==> config.mk <==
export PLATFORM = sky130hd
export DESIGN_NAME = inst_sequencer
export DESIGN_NICKNAME = d
export VERILOG_FILES = /design/src/rtl/inst_sequencer_pkg.sv /design/src/rtl/inst_sequencer.sv
export SDC_FILE = /design/constraint.sdc
export NUM_CORES = 1
export LEC_CHECK = 0
export ABC_AREA = 1
export BUFFER_PORTS_ARGS = -buffer_cell sky130_fd_sc_hd__buf_4
export CAP_MARGIN = 20
export CELL_PAD_IN_SITES_DETAIL_PLACEMENT = 0
export CELL_PAD_IN_SITES_GLOBAL_PLACEMENT = 1
export CORE_MARGIN = 4
export CORE_UTILIZATION = 32
export DETAILED_ROUTE_END_ITERATION = 10
export GPL_ROUTABILITY_DRIVEN = 0
export PLACE_DENSITY = 0.83
export SLEW_MARGIN = 20
export SYNTH_ARGS = -nofsm -noshare
export SYNTH_HDL_FRONTEND = slang
export SYNTH_SLANG_ARGS = --single-unit
==> constraint.sdc <==
create_clock -name clk -period 1.3 [get_ports clk]
set_input_delay 0.26 -clock clk [delete_from_list [all_inputs] [get_ports clk]]
set_output_delay 0.26 -clock clk [all_outputs]
set_load 0.05 [all_outputs]
==> src/rtl/inst_sequencer_pkg.sv <==
// Shared definitions for the instruction sequencer: FSM state encoding,
// the execute-bit position and the instruction field layout that the
// BRAM/DSP datapath controller decodes.
package inst_sequencer_pkg;

  // FSM state encoding. The enum documents the states; the localparams are
  // the same encodings as plain vectors for code that keeps state in a logic.
  typedef enum logic [2:0] {
    S_IDLE  = 3'd0,
    S_FETCH = 3'd1,
    S_LOAD  = 3'd2,
    S_EXEC  = 3'd3,
    S_GAP   = 3'd4,
    S_DONE  = 3'd5
  } state_e;

  localparam logic [2:0] ST_IDLE  = 3'd0;
  localparam logic [2:0] ST_FETCH = 3'd1;
  localparam logic [2:0] ST_LOAD  = 3'd2;
  localparam logic [2:0] ST_EXEC  = 3'd3;
  localparam logic [2:0] ST_GAP   = 3'd4;
  localparam logic [2:0] ST_DONE  = 3'd5;

  // Execute bit of the instruction word; only the sequencer FSM drives it.
  localparam int EXEC_BIT = 31;

  // Field positions inside the instruction word as seen by the controller.
  localparam int FIELD_OP_MSB   = 30;
  localparam int FIELD_OP_LSB   = 27;
  localparam int FIELD_ADDR_MSB = 26;
  localparam int FIELD_ADDR_LSB = 16;
  localparam int FIELD_DATA_MSB = 15;
  localparam int FIELD_DATA_LSB = 0;

endpackage

==> src/rtl/inst_sequencer.sv <==
// Program sequencer for the BRAM/DSP datapath controller. Fetches words
// from a synchronous instruction memory (address 0 up to a programmable
// last address), holds each on inst with the execute bit high for
// EXEC_CYCLES cycles, then low for GAP_CYCLES cycles, and pulses done once
// at program end.
//
// Optional feature macro: INST_SEQ_HALT_BIT_EN. When defined, bit 31 of a
// memory word marks it as the final instruction (it still executes).
//
// Handshake: start is a one-cycle request sampled only in IDLE; last_addr
// is captured together with it. Requests in any other state are dropped.
// All outputs are registered; dbg_state exposes the FSM state.
module inst_sequencer
  import inst_sequencer_pkg::*;
#(
  parameter int ADDR_W      = 6,
  parameter int EXEC_CYCLES = 7,
  parameter int GAP_CYCLES  = 1
) (
  input  logic              clk,
  input  logic              reset,
  input  logic              start,
  input  logic [ADDR_W-1:0] last_addr,
  output logic [ADDR_W-1:0] imem_addr,
  input  logic [31:0]       imem_data,
  output logic [31:0]       inst,
  output logic              busy,
  output logic              done,
  output logic [ADDR_W-1:0] cur_pc,
  output logic [2:0]        dbg_state
);

  // One down-counter serves both the execute window and the gap.
  localparam int CNT_MAX = (EXEC_CYCLES > GAP_CYCLES) ? EXEC_CYCLES : GAP_CYCLES;
  localparam int CNT_W   = (CNT_MAX > 1) ? $clog2(CNT_MAX) : 1;

  logic [2:0]        state_q, state_d;
  logic [ADDR_W-1:0] pc_q, pc_d;
  logic [ADDR_W-1:0] last_q, last_d;
  logic [31:0]       inst_q, inst_d;
  logic [CNT_W-1:0]  cnt_q, cnt_d;
  logic              busy_q, done_q;
  logic              halt_hit;

`ifdef INST_SEQ_HALT_BIT_EN
  logic halt_q, halt_d;

  // Halt marker captured with each loaded word; cleared by the next load.
  always_ff @(posedge clk or negedge reset) begin
    if (!reset) halt_q <= 1'b0;
    else        halt_q <= halt_d;
  end

  // Memory bit 31 is consumed only as the halt marker.
  always_comb begin
    halt_d = halt_q;
    if (state_q == ST_LOAD) halt_d = imem_data[31];
  end

  assign halt_hit = halt_q;
`else
  // Without the halt feature, memory bit 31 has no meaning.
  logic unused_mem_bit31;
  assign unused_mem_bit31 = imem_data[31];
  assign halt_hit         = 1'b0;
`endif

  // Next-state logic: fetch, load, execute window, gap, then next or done.
  always_comb begin
    state_d = state_q;
    pc_d    = pc_q;
    last_d  = last_q;
    inst_d  = inst_q;
    cnt_d   = cnt_q;
    case (state_q)
      ST_IDLE: begin
        inst_d[EXEC_BIT] = 1'b0;
        if (start) begin
          pc_d    = '0;
          last_d  = last_addr;
          state_d = ST_FETCH;
        end
      end
      ST_FETCH: begin
        state_d = ST_LOAD;
      end
      ST_LOAD: begin
        // Memory bit 31 is never forwarded; the FSM owns the execute bit.
        inst_d  = {1'b1, imem_data[30:0]};
        cnt_d   = CNT_W'(EXEC_CYCLES - 1);
        state_d = ST_EXEC;
      end
      ST_EXEC: begin
        if (cnt_q == '0) begin
          inst_d[EXEC_BIT] = 1'b0;
          cnt_d            = CNT_W'(GAP_CYCLES - 1);
          state_d          = ST_GAP;
        end else begin
          cnt_d = cnt_q - CNT_W'(1);
        end
      end
      ST_GAP: begin
        inst_d[EXEC_BIT] = 1'b0;
        if (cnt_q != '0) begin
          cnt_d = cnt_q - CNT_W'(1);
        end else if ((pc_q == last_q) || halt_hit) begin
          // Checked before the increment so pc never wraps past the end.
          state_d = ST_DONE;
        end else begin
          pc_d    = pc_q + ADDR_W'(1);
          state_d = ST_FETCH;
        end
      end
      ST_DONE: begin
        state_d = ST_IDLE;
      end
      default: begin
        state_d = ST_IDLE;
      end
    endcase
  end

  // State registers; reset drops the execute bit immediately and aborts.
  always_ff @(posedge clk or negedge reset) begin
    if (!reset) begin
      state_q <= ST_IDLE;
      pc_q    <= '0;
      last_q  <= '0;
      inst_q  <= '0;
      cnt_q   <= '0;
      busy_q  <= 1'b0;
      done_q  <= 1'b0;
    end else begin
      state_q <= state_d;
      pc_q    <= pc_d;
      last_q  <= last_d;
      inst_q  <= inst_d;
      cnt_q   <= cnt_d;
      busy_q  <= (state_d != ST_IDLE) && (state_d != ST_DONE);
      done_q  <= (state_d == ST_DONE);
    end
  end

  assign imem_addr = pc_q;
  assign cur_pc    = pc_q;
  assign inst      = inst_q;
  assign busy      = busy_q;
  assign done      = done_q;
  assign dbg_state = state_q;

endmodule

==> impl_metrics.csv <==
group,metric,value,unit
power_and_ir_drop,switching_power,0.899,mW
worst_setup_path,startpoint_type,"flip-flop",
power_and_ir_drop,internal-power,2.24,mW
yosys,ys_types,24,
yosys,syn_avg_cell_area,8.03,um^2
outcome,failed_checks,"setup timing",
worst_setup_path,crit_family,"flip-flops",
die,pin_count,90,
clock_tree,path_clk_slew,0.11,ns
global_route,grt.total_usage,0.134,
drt,vias,2248,
placement,dpl.hpwl,4.68,mm
worst_setup_path,slowest_stage,"dfrtp_2",
placement,port_buffers,88,
sta,slew_viol_final,0,
worst_setup_path,path_depth,7,
power_and_ir_drop,ir_drop,595,uV
sta,hold_viol_final,0,
outcome,status,"finished, violations left",
yosys,ys_async_sr_fraction,1.00,
worst_setup_path,r2r_cells,7,
power_and_ir_drop,p_seq_frac,0.540,
finish,antenna_cells,0,
worst_hold_path,hold_depth,3,
die,die_w,96.3,um
sta,period_minus_slack,1.30,ns
yosys,synth_top_area_frac,0.521,
worst_setup_path,path_class,"reg -> reg",
drt,routed_wl,6.55,mm
drt,vias_per_cell,4.31,
sta,max_freq,768,MHz
power_and_ir_drop,p_per_area,839,nW/um^2
power_and_ir_drop,power_frac_comb,0.139,
drt,first_iter_violations,73,
finish,fillCellCount,735,
sta,fin_skew,0.00938,ns
clock_tree,ctsRootBufferMaster,"clkbuf_8",
worst_hold_path,hp-class,"in -> reg",
worst_setup_path,worst_path_most_repeated_cell,"buf_4",
finish,utilization,0.505,
global_route,grt_pass1_wl,9.88,mm
drt,dr.pass1.iters,4,
die,placeableCoreArea,7410,um^2
drt,drcViolationCount,0,
yosys,synth.top_cells.by_count,"nand2_1 (145), dfrtp_1 (52), inv_1 (26)",
worst_setup_path,cp.required,1.55,ns
worst_setup_path,crit_arrival,1.55,ns
sta,rsz0062_at_grt,"true",
finish,area_delta_synth_final,49.7,%
clock_tree,cts.sinks,52,
power_and_ir_drop,power.leakage,2.03,nW
yosys,synth_ff_type,"dfrtp_1",
worst_setup_path,slowest_delay,0.48,ns
finish,drive_gt1_frac,0.442,
finish,layout.nets,466,
clock_tree,cts_made_buffers,5,
run,drv_cap,0,
power_and_ir_drop,finalPower,3.14,mW
die,fp.dieH,96.3,um
yosys,netlist_area,2500,um^2
sta,slew_headroom,0.813,
worst_setup_path,worstPathCellList,"inv_2 > nand2_2 > nor2_4 > buf_4 > nand4_1 > buf_4 > nand2_1",
yosys,postSynthCellCount,311,
power_and_ir_drop,swShare,0.287,
drt,ant_nets,0,
clock_tree,cts_htree_levels,2,
clock_tree,insertion_delay,0.31,ns
global_route,grt_pass1_vias,2162,
worst_setup_path,critical_path.endpoint_type,"flip-flop",
die,die_area,9280,um^2
yosys,synth_edf_count,0,
yosys,ys_ff_latch,52,
die,rows,31,
yosys,synth_area_leaders,"dfrtp_1 (52%), nand2_1 (22%), inv_1 (3.9%), nand3_1 (2.8%), buf_4 (2.7%)",
power_and_ir_drop,clkPwrFrac,0.322,
yosys,yosysWarnings,0,
sta,min_period_over_period,1.00,
yosys,syn_nets,355,
placement,pre_cts_ws,-0.0890,ns
sta,worstMarginPinSlew,0.281,ns
sta,setup_viol,1,
global_route,grt_start_max_net_pins,32,
global_route,overflow,0,
global_route,antenna_found_initial,0,
yosys,yosys.area.top_type,"dfrtp_1",
yosys,synth_most_common_cell,"nand2_1",
yosys,seq_area_frac_synth,0.521,
worst_setup_path,critPathMaxFanout,4,
clock_tree,cts_tree,"yes",
worst_setup_path,crit_buf_inv,3,
drt,wl_per_cell,12.5,um
die,initial_core_util,0.337,
clock_tree,cts_buffer_depth,2,
sta,setup_ws,-0.00130,ns
[worst register-to-register path: stages, from the launching register on]
cell and delay, ns:
dfrtp_2 0.48, inv_2 0.08, nand2_2 0.06, nor2_4 0.16, buf_4 0.14, nand4_1 0.12
buf_4 0.17, nand2_1 0.04
[cell families (layout without fill, tap and decap cells)]
logic type | Yosys count | after routing | synth area share
AOI/OAI and AO/OA | 16 | 16 | 0.0406
adders and majority gates | 3 | 3 | 0.0150
and+or+nand+nor | 189 | 189 | 0.323
DFF | 52 | 52 | 0.521
buffers and inverters | 47 | 159 | 0.0862
xor gates and xnor gates | 4 | 4 | 0.0140
[layout make-up]
type,instances,area [um^2],share of cell area
sequential,52,1310,0.351
timing repair buffer,117,976,0.261
multi-input combinational,212,1090,0.291
clock buffer,5,68.8,0.0184
tap,99,124,0.0331
clock inverter,3,28.8,0.00769
inverter,34,140,0.0375
[placed cells by master (no fill, tap or decap)]
cell and n:
buf_8 4, nor2_4 4, dfrtp_1 43, a21boi_2 1
buf_6 6, xnor2_1 1, nand2_1 133, dfrtp_2 9
o21ai_1 3, inv_4 3, o21ai_2 2, nand3_1 13
xor2_1 3, ha_2 1, inv_2 10, inv_8 1
a22oi_1 1, inv_6 2, a21oi_4 1, o21bai_1 1
inv_1 20, a22oi_2 1, dlygate4sd3_1 1, clkbuf_16 1
ha_4 2, buf_12 2, clkbuf_8 5, buf_4 103
o21ai_0 6, nor2_2 5, clkinv_4 1, nand4_1 2
nand2_2 15, nor2_1 8, nand3b_1 1, nand2_4 6
nand3_2 2
[through the flow]
| stage | instance area (um^2) | cells | hold WS [ns] | setup TNS [ns] |
|---|---|---|---|---|
| 2_1_floorplan | 2510 | 311 | -0.0356 | -0.0247 |
| 3_3_place_gp | 3340 | 499 | 0.162 | -0.0225 |
| 3_5_place_dp | 3340 | 499 | 0.166 | -0.212 |
| 4_1_cts | 3520 | 513 | 0.122 | -0.0619 |
| 5_1_grt | 3740 | 522 | 0.127 | -0.631 |
| 6_report | 3740 | 522 | 0.132 | -0.00130 |
[power by group through the flow]
stage                     Combinational, mW  Clock (mW)  Sequential, mW
after floorplan                      0.0379           0            1.90
after global placement                0.435           0            1.72
after detailed placement              0.441           0            1.72
after CTS                             0.442        1.06            1.69
after global routing                  0.467        1.11            1.70
final                                 0.435        1.01            1.69
[what timing repair did]
item / 4_1_cts / 5_1_grt
cloned: 0 / 1
setup buffers: 5 / 8
pin swaps: 7 / 14
setup endpoints to repair: 16 / 52
endpoints found under the hold margin: 18 / 0
hold buffers: 1 / 0
resized for setup: 14 / 42
[state kept, by name, summed over array words and instances (netlist names)]
signal     flops
inst          32
cur_pc         6
last_q         6
cnt_q          3
dbg_state      3
busy           1
done           1
[path summary, 6_finish.rpt]
path,slack (ns),startpoint,to
max,-0.001,dbg_state[1],dbg_state[2]
min,0.13,imem_data[11],inst[11]
max reg2reg,-0.001,dbg_state[1],dbg_state[2]
min reg2reg,0.49,inst[21],inst[21]
max in group asynchronous,0.45,reset,inst[4]
min in group asynchronous,0.37,reset,inst[22]
[layer usage]
metal | part of all wire | GRT usage | vias to the layer above
li1 | - | - | 1156
met1 | 0.43 | 0.171 | 1024
met2 | 0.50 | 0.225 | 61
met3 | 0.066 | 0.0399 | 7
met4 | 0.0096 | 0.0280 | 0
met5 | 0 | 0 | -
No activity file was read; power rests on OpenSTA's default activity.
